**config.mk**
```make
export PLATFORM = sky130hd
export DESIGN_NAME = hazard_ctrl
export DESIGN_NICKNAME = d
export VERILOG_FILES = /design/src/rtl/hazard_ctrl.sv
export SDC_FILE = /design/constraint.sdc
export NUM_CORES = 1
export LEC_CHECK = 0
export ABC_AREA = 1
export ABC_CLOCK_PERIOD_IN_PS = 4500
export BUFFER_PORTS_ARGS = -buffer_cell sky130_fd_sc_hd__clkbuf_2
export CAP_MARGIN = 10
export CORE_MARGIN = 1
export CORE_UTILIZATION = 29
export CTS_CLUSTER_DIAMETER = 40
export CTS_CLUSTER_SIZE = 25
export DETAILED_ROUTE_END_ITERATION = 6
export GPL_ROUTABILITY_DRIVEN = 0
export PLACE_DENSITY = 0.53
export REMOVE_ABC_BUFFERS = 1
export SLEW_MARGIN = 20
export SYNTH_ARGS = -nofsm -noshare
export SYNTH_HDL_FRONTEND = slang
export SYNTH_SLANG_ARGS = --single-unit
```
**constraint.sdc**
```tcl
create_clock -name CLK -period 4.5 [get_ports CLK]
set_input_delay 0.9 -clock CLK [delete_from_list [all_inputs] [get_ports CLK]]
set_output_delay 0.9 -clock CLK [all_outputs]
set_load 0.02 [all_outputs]
```
**src/rtl/hazard_ctrl.sv**
```systemverilog
// hazard_ctrl: pipeline hazard unit for a 5-stage in-order core.
//   - Operand forwarding: fwd_a/fwd_b select the youngest matching writer
//     (source 1 = EX/MEM ... source NSRC = oldest), or 0 for the register file.
//   - Stall/flush FSM: RUN, LU_STALL (load-use bubbles), MEM_WAIT (data memory
//     busy), FLUSH (taken branch).
// Ports:
//   CLK, nRST               clock, async active-low reset
//   rs_id, rt_id            ID-stage source registers
//   rs_ex, rt_ex            EX-stage source registers
//   ex_dREN, ex_wsel        EX instruction is a load / its destination
//   src_wsel, src_regwrite  forwarding-source destinations / write enables
//   mem_req, dhit           MEM-stage request / data memory completion
//   br_taken                taken branch or jump this cycle
//   fwd_a, fwd_b            operand selects
//   pc_en..exmem_en         pipeline-register enables
//   ifid_flush, idex_flush  bubble inserts
//   stall_cnt               saturating count of cycles with pc_en=0
//   state                   FSM state (debug)

// One forwarding source: does it write a register that EX reads?
module hazard_fwd_match #(
   parameter int REGW = 5
) (
   input  logic [REGW-1:0] wsel,
   input  logic            regwrite,
   input  logic [REGW-1:0] rs,
   input  logic [REGW-1:0] rt,
   output logic            hit_a,
   output logic            hit_b
);
   // Register 0 is hardwired to zero and is never forwarded.
   assign hit_a = regwrite && (wsel == rs) && (rs != '0);
   assign hit_b = regwrite && (wsel == rt) && (rt != '0);
endmodule

module hazard_ctrl #(
   parameter int REGW       = 5,
   parameter int NSRC       = 2,
   parameter int LU_BUBBLES = 1,
   parameter int CNTW       = 16
) (
   input  logic                         CLK,
   input  logic                         nRST,
   input  logic [REGW-1:0]              rs_id,
   input  logic [REGW-1:0]              rt_id,
   input  logic [REGW-1:0]              rs_ex,
   input  logic [REGW-1:0]              rt_ex,
   input  logic                         ex_dREN,
   input  logic [REGW-1:0]              ex_wsel,
   input  logic [NSRC*REGW-1:0]         src_wsel,
   input  logic [NSRC-1:0]              src_regwrite,
   input  logic                         mem_req,
   input  logic                         dhit,
   input  logic                         br_taken,
   output logic [$clog2(NSRC+1)-1:0]    fwd_a,
   output logic [$clog2(NSRC+1)-1:0]    fwd_b,
   output logic                         pc_en,
   output logic                         ifid_en,
   output logic                         idex_en,
   output logic                         exmem_en,
   output logic                         ifid_flush,
   output logic                         idex_flush,
   output logic [CNTW-1:0]              stall_cnt,
   output logic [1:0]                   state
);
   localparam int FW   = $clog2(NSRC+1);
   localparam int BUBW = 2;

   typedef enum logic [1:0] {RUN = 2'd0, LU_STALL = 2'd1, MEM_WAIT = 2'd2, FLUSH = 2'd3} state_t;

   state_t            st;
   logic [BUBW-1:0]   bub;
   logic [NSRC-1:0]   hit_a, hit_b;
   logic              mem_wait, load_use, lu_hold;

   // ---------------- forwarding ----------------
   for (genvar i = 0; i < NSRC; i++) begin : g_src
      hazard_fwd_match #(.REGW(REGW)) u_match (
         .wsel     (src_wsel[i*REGW +: REGW]),
         .regwrite (src_regwrite[i]),
         .rs       (rs_ex),
         .rt       (rt_ex),
         .hit_a    (hit_a[i]),
         .hit_b    (hit_b[i])
      );
   end

   // Scan oldest to youngest so the youngest match wins.
   always_comb begin
      fwd_a = '0;
      fwd_b = '0;
      for (int i = NSRC-1; i >= 0; i--) begin
         if (hit_a[i]) fwd_a = FW'(i+1);
         if (hit_b[i]) fwd_b = FW'(i+1);
      end
   end

   // ---------------- hazard detection ----------------
   assign mem_wait = mem_req && !dhit;
   assign load_use = ex_dREN && (ex_wsel != '0) &&
                     ((ex_wsel == rs_id) || (ex_wsel == rt_id));
   // The detecting RUN cycle is the first bubble; LU_STALL supplies the rest.
   assign lu_hold  = ((st == RUN) && load_use) || (st == LU_STALL);

   always_comb begin
      pc_en      = 1'b1;
      ifid_en    = 1'b1;
      idex_en    = 1'b1;
      exmem_en   = 1'b1;
      ifid_flush = 1'b0;
      idex_flush = 1'b0;
      if (mem_wait) begin
         // Freeze everything; a branch resolving now is replayed after the wait.
         pc_en    = 1'b0;
         ifid_en  = 1'b0;
         idex_en  = 1'b0;
         exmem_en = 1'b0;
      end else if (br_taken) begin
         ifid_flush = 1'b1;
         idex_flush = 1'b1;
      end else if (lu_hold) begin
         pc_en      = 1'b0;
         ifid_en    = 1'b0;
         idex_flush = 1'b1;
      end
   end

   // ---------------- state ----------------
   always_ff @(posedge CLK or negedge nRST) begin
      if (!nRST) begin
         st        <= RUN;
         bub       <= '0;
         stall_cnt <= '0;
      end else begin
         if (!pc_en && (stall_cnt != {CNTW{1'b1}}))
            stall_cnt <= stall_cnt + 1'b1;

         if (mem_wait) begin
            st <= MEM_WAIT;
         end else if (br_taken) begin
            st <= FLUSH;
         end else if ((st == RUN) && load_use) begin
            // bub = bubbles still owed after the detecting cycle; a single
            // bubble is fully covered by the detecting cycle itself.
            bub <= BUBW'(LU_BUBBLES - 1);
            st  <= (LU_BUBBLES > 1) ? LU_STALL : RUN;
         end else if (st == LU_STALL) begin
            bub <= bub - 1'b1;
            st  <= (bub > BUBW'(1)) ? LU_STALL : RUN;
         end else begin
            st <= RUN;
         end
      end
   end

   assign state = st;
endmodule
```
# Yosys cells after proc, flatten, opt, wreduce, memory -nomap -nowiden
# Index checks and enable logic that the tools add are counted.
[totals]
ff_bits = 20
latch_bits = 0
ramBits = 0
rom_bits = 0
in_bits = 43
output_inout_bits = 28
mem_count = 0
[classes]
addsub = 2
multipliers = 0
div_mod_pow = 0
magnitude_cmp = 1
eq_ne = 8
shift = 0
n_mux = 20
n_bitwise = 2
reduce_logical = 23
[ops]
columns = ["op", "n"]
rows = [
  ["equality test 5 bit", 6],
  ["adder 16 x 1 -> 16 bit (second input constant)", 1],
  ["2-to-1 mux 2 bit", 8],
  ["!= test 16 bit (second input constant)", 1],
  ["nonzero test 5 bit", 3],
  ["logical AND 1 bit", 13],
  ["2-to-1 mux 1 bit", 12],
  ["AND reduction 3 bit", 1],
  ["equality test 2 x 1 -> 1 bit (second input constant)", 1],
  ["greater-than comparator 2 x 1 -> 1 bit (second input constant)", 1],
  ["zero test 1 bit", 2],
  ["zero test 2 bit", 1],
  ["logical OR 1 bit", 2],
  ["inverter 1 bit", 2],
  ["nonzero test 2 bit", 1],
  ["subtractor 2 x 1 -> 2 bit (second input constant)", 1],
]

# Longest topological paths before layout
[logic_depth]
ltp_word = 10
mapped_depth = 14
mapped_depth_nobuf = 13

# Cells and area by module
# From an unflattened synthesis, not the netlist that was laid out.
[hier_totals]
cells_unflattened = 328
hier_area_um2 = 1861.8
[by_module_without_submodules]
columns = ["module", "instances", "cells_each", "area_per_inst_um2", "seq_area_each_um2"]
rows = [
  ["hazard_ctrl", 1, 218, 1423.9, 500.5],
  ["hazard_fwd_match", 2, 55, 219.0, 0.0],
]

# Worst setup path after synthesis
# Ideal clock, no wire load.
[synth_path]
kind = "input to output"
startpoint = "input port ex_wsel[0]"
endpoint = "output port pc_en"
arrival_time_ns = 2.041
required_time_ns = 3.600
slack_ns = 1.559
path_stages = 11
cell_sequence = "nor3_1 > nand3_1 > nand3_1 > inv_1 > nand2_1 > nand2_1 > nand2_1 > nand2_4 > buf_6 > inv_1 > buf_4"
[synth_between]
elab_chain_len = 8
[synth_rtl]
columns = ["element", "line", "rtl"]
rows = [
  ["from (decl)", "49", "input logic [REGW-1:0] ex_wsel,"],
  ["equality test 5 bit / nonzero test 5 bit (equally long branches)", "101, 100", ""],
  ["logical OR 1 bit / logical AND 1 bit (equally long branches)", "101, 100", ""],
  ["logical AND 1 bit (*)", "100", "assign load_use = ex_dREN && (ex_wsel != '0) &&"],
  ["logical AND 1 bit (*)", "103", "assign lu_hold = ((st == RUN) && load_use) || (st == LU_STALL);"],
  ["logical OR 1 bit (*)", "103", ""],
  ["2-to-1 mux 1 bit (*) (3 in series)", "n/a", ""],
  ["to (decl)", "57", "output logic pc_en,"],
]
# Mark *: on every way between the ends. The rest lies on a longest branch, timed or not.

# Final worst setup path
[layout_path]
startpoint = "input port ex_wsel[0]"
endpoint = "output port pc_en"
[layout_between]
elab_chain_len = 8
[layout_rtl]
columns = ["element", "line", "rtl"]
rows = [
  ["equality test 5 bit / nonzero test 5 bit (equally long branches)", "101, 100", ""],
  ["logical OR 1 bit / logical AND 1 bit (equally long branches)", "101, 100", ""],
  ["logical AND 1 bit (*)", "100", ""],
  ["logical AND 1 bit (*)", "103", ""],
  ["logical OR 1 bit (*)", "103", ""],
  ["2-to-1 mux 1 bit (*)", "121", "end else if (lu_hold) begin"],
  ["2-to-1 mux 1 bit (*)", "118", "end else if (br_taken) begin"],
  ["2-to-1 mux 1 bit (*)", "112", "if (mem_wait) begin"],
]
# Marks and branches as above.

==> flow_metrics.tcl <==
set metrics [dict create \
    status "completed" \
    rsz0062_at_grt "no" \
    rows 27 \
    finalInstanceArea_um2 2197 \
    setup_tns_ns 0 \
    worstMarginPinSlew_ns 0.5238 \
    antenna_cells 0 \
    grt_pass1_vias 1691 \
    power_frac_comb_pct 32.3 \
    ff2ff_path_depth 8 \
    clockRootBuffer "clkbuf_8" \
    dp_hpwl_mm 3.401 \
    synth_cell_types 30 \
    pre_cts_ws_ns 1.390 \
    critPathKind "primary input to output port" \
    grt-ovfl-total 0 \
    slew_headroom_pct 64.81 \
    cts-resized-gates 0 \
    p_sw_share_pct 34.91 \
    die_area_um2 6307 \
    area_growth_pct 26.42 \
    track_usage_pct 13.91 \
    pwr-share-clk_pct 29.4 \
    drive_above_1_share_pct 25.22 \
    cap_violations 0 \
    insertion_delay_ns 0.26 \
    io_pins 71 \
    start_util_pct 30.81 \
    io_buffers 70 \
    dr.first_iter.drc_count 31 \
    synth_area_um2 1738 \
    hold_path_class "register to register" \
    critPathLaunch "ex_wsel[0]" \
    hold_viol 0 \
    yosys_warnings 0 \
    worst-path-max-fanout 27 \
    core_um2 5642 \
    endpoint_kind "output port" \
    firstDrtPassIters 4 \
    synth_seq_cells 20 \
    p_per_area_nw_per_um2 278.6 \
    wl_per_cell_um 10.20 \
    power.switching_uw 213.7 \
    setup_viol_count_final 0 \
    period_share_pct 67.96 \
    vias_per_cell 4.416 \
    seq_power_share_pct 38.2 \
    avgSynthCellArea_um2 6.461 \
    post_cts_buffers 0 \
    cts_sinks 20 \
    grt_pass1_wl_mm 7.162 \
    postPlaceCellArea_um2 2126 \
    vdd_drop_max_mv 0.2024 \
    die_h_um 79.42 \
    grt_start_max_net_pins 28 \
    holdBufCountCts 0 \
    leakagePower_nw 1.288 \
    htreeDepth 1 \
    cts_buffers 3 \
    hold_path.startpoint "bub[1]" \
    final_common_cell "nand2_1" \
    drv_slew 0 \
    drc_errors 0 \
    fp.dieW_um 79.42 \
    fmax_mhz 327.0 \
    path_clk_slew_ns 0.08 \
    layout_min_cycle_time_ns 3.058 \
    r2r-start "stall_cnt[7]" \
    cts_tree "done" \
    synth_cells 269 \
    fin_ws_ns 1.442 \
    drtAntennaViolNets 0 \
    holdPathStages 2 \
    vias 1806 \
    required_ns 3.60 \
    routed_wirelength_mm 4.172 \
    antenna_found_initial 0 \
    start_kind "primary input" \
    clk_path_buf_depth 2 \
    final_cell_mix "nand2_1, clkbuf_2, inv_1, nor2_1, nand3_1" \
    cp.arrival_ns 2.16 \
    fin_skew_ns 0.004056 \
    internal-power_uw 398.5 \
    ys_seq_area_share_pct 28.80 \
    final_nets 383 \
]
-- worst max-delay path, cell delays in order --
cell and delay [ns]:
clkbuf_2 0.12, nor3_1 0.20, nand3_1 0.09, nand3_1 0.07, inv_1 0.04, nand2_1 0.09, nand2_1 0.07, nand2_1 0.10
nand2_4 0.18, inv_1 0.12, clkbuf_2 0.17
-- power by group through the flow --
stage | registers (mW) | clock network (mW) | logic [mW]
after floorplan | 0.257 | 0 | 0.103
after global placement | 0.239 | 0 | 0.197
after detailed placement | 0.239 | 0 | 0.201
after CTS | 0.235 | 0.188 | 0.202
after global routing | 0.240 | 0.193 | 0.228
final | 0.234 | 0.180 | 0.198
-- metrics by stage --
step	cells	hold slack (ns)	utilization (%)	power, mW
after floorplan	263	0.4530	-	0.3597
after global placement	405	0.4822	37.68	0.4359
after detailed placement	405	0.4847	37.68	0.4398
after CTS	409	0.5043	38.94	0.6247
after global routing	409	0.5437	38.94	0.6608
final	409	0.4930	38.94	0.6122
-- kinds of logic (layout without fill, tap and decap cells) --
kind of cell / count (synthesis) / in the layout / synth area share [%]
and+or+nand+nor: 163 / 163 / 42.98
buffers and inverters: 53 / 121 / 13.25
DFF: 20 / 20 / 28.80
xor gates and xnor gates: 18 / 18 / 9.071
AOI/OAI and AO/OA: 13 / 13 / 4.463
adders and majority gates: 2 / 2 / 1.440
-- final timing paths --
kind	to	slack (ns)
min reg2reg	bub[1]	0.49
min	bub[1]	0.49
max in group asynchronous	stall_cnt[12]	3.55
max	pc_en	1.44
min in group asynchronous	stall_cnt[1]	0.60
max reg2reg	stall_cnt[15]	2.85
-- flip-flops by register name, summed over array words and instances (netlist names) --
name and count:
state 2, bub 2, stall_cnt 16
-- Yosys cell counts, drive strengths merged --
master,count,share of area [%]
or2,1,0.36
nor4,3,1.1
o211ai,1,0.43
nor3,9,3.5
o21ai,3,0.86
nand4,5,1.8
nand3b,1,0.43
buf,6,3.0
nor3b,1,1.1
nand2,85,19
clkinv,1,0.29
inv,46,9.9
xor2,12,6.0
dfrtp,20,29
a21oi,3,0.86
a31oi,2,0.72
nor2,30,6.5
and3,1,0.65
a221oi,1,0.50
ha,2,1.4
nand3,27,8.5
o22ai,3,1.1
xnor2,6,3.0
-- metal layers --
layer  GRT usage, %  wire (um)  share of wire (%)
met1          17.68       1953                 47
met2          25.17       1970                 47
met5              0          0                  0
met4          3.273         33               0.79
met3          1.257        215                5.2
-- cell type report --
class,instances,area (um^2)
inverter,47,177.7
timing repair buffer,70,350.3
fill,614,3445
clock inverter,1,30.03
sequential,20,500.5
tap,72,90.09
multi-input combinational,196,1007
clock buffer,3,41.29
Power figures use the tool's default switching activity.
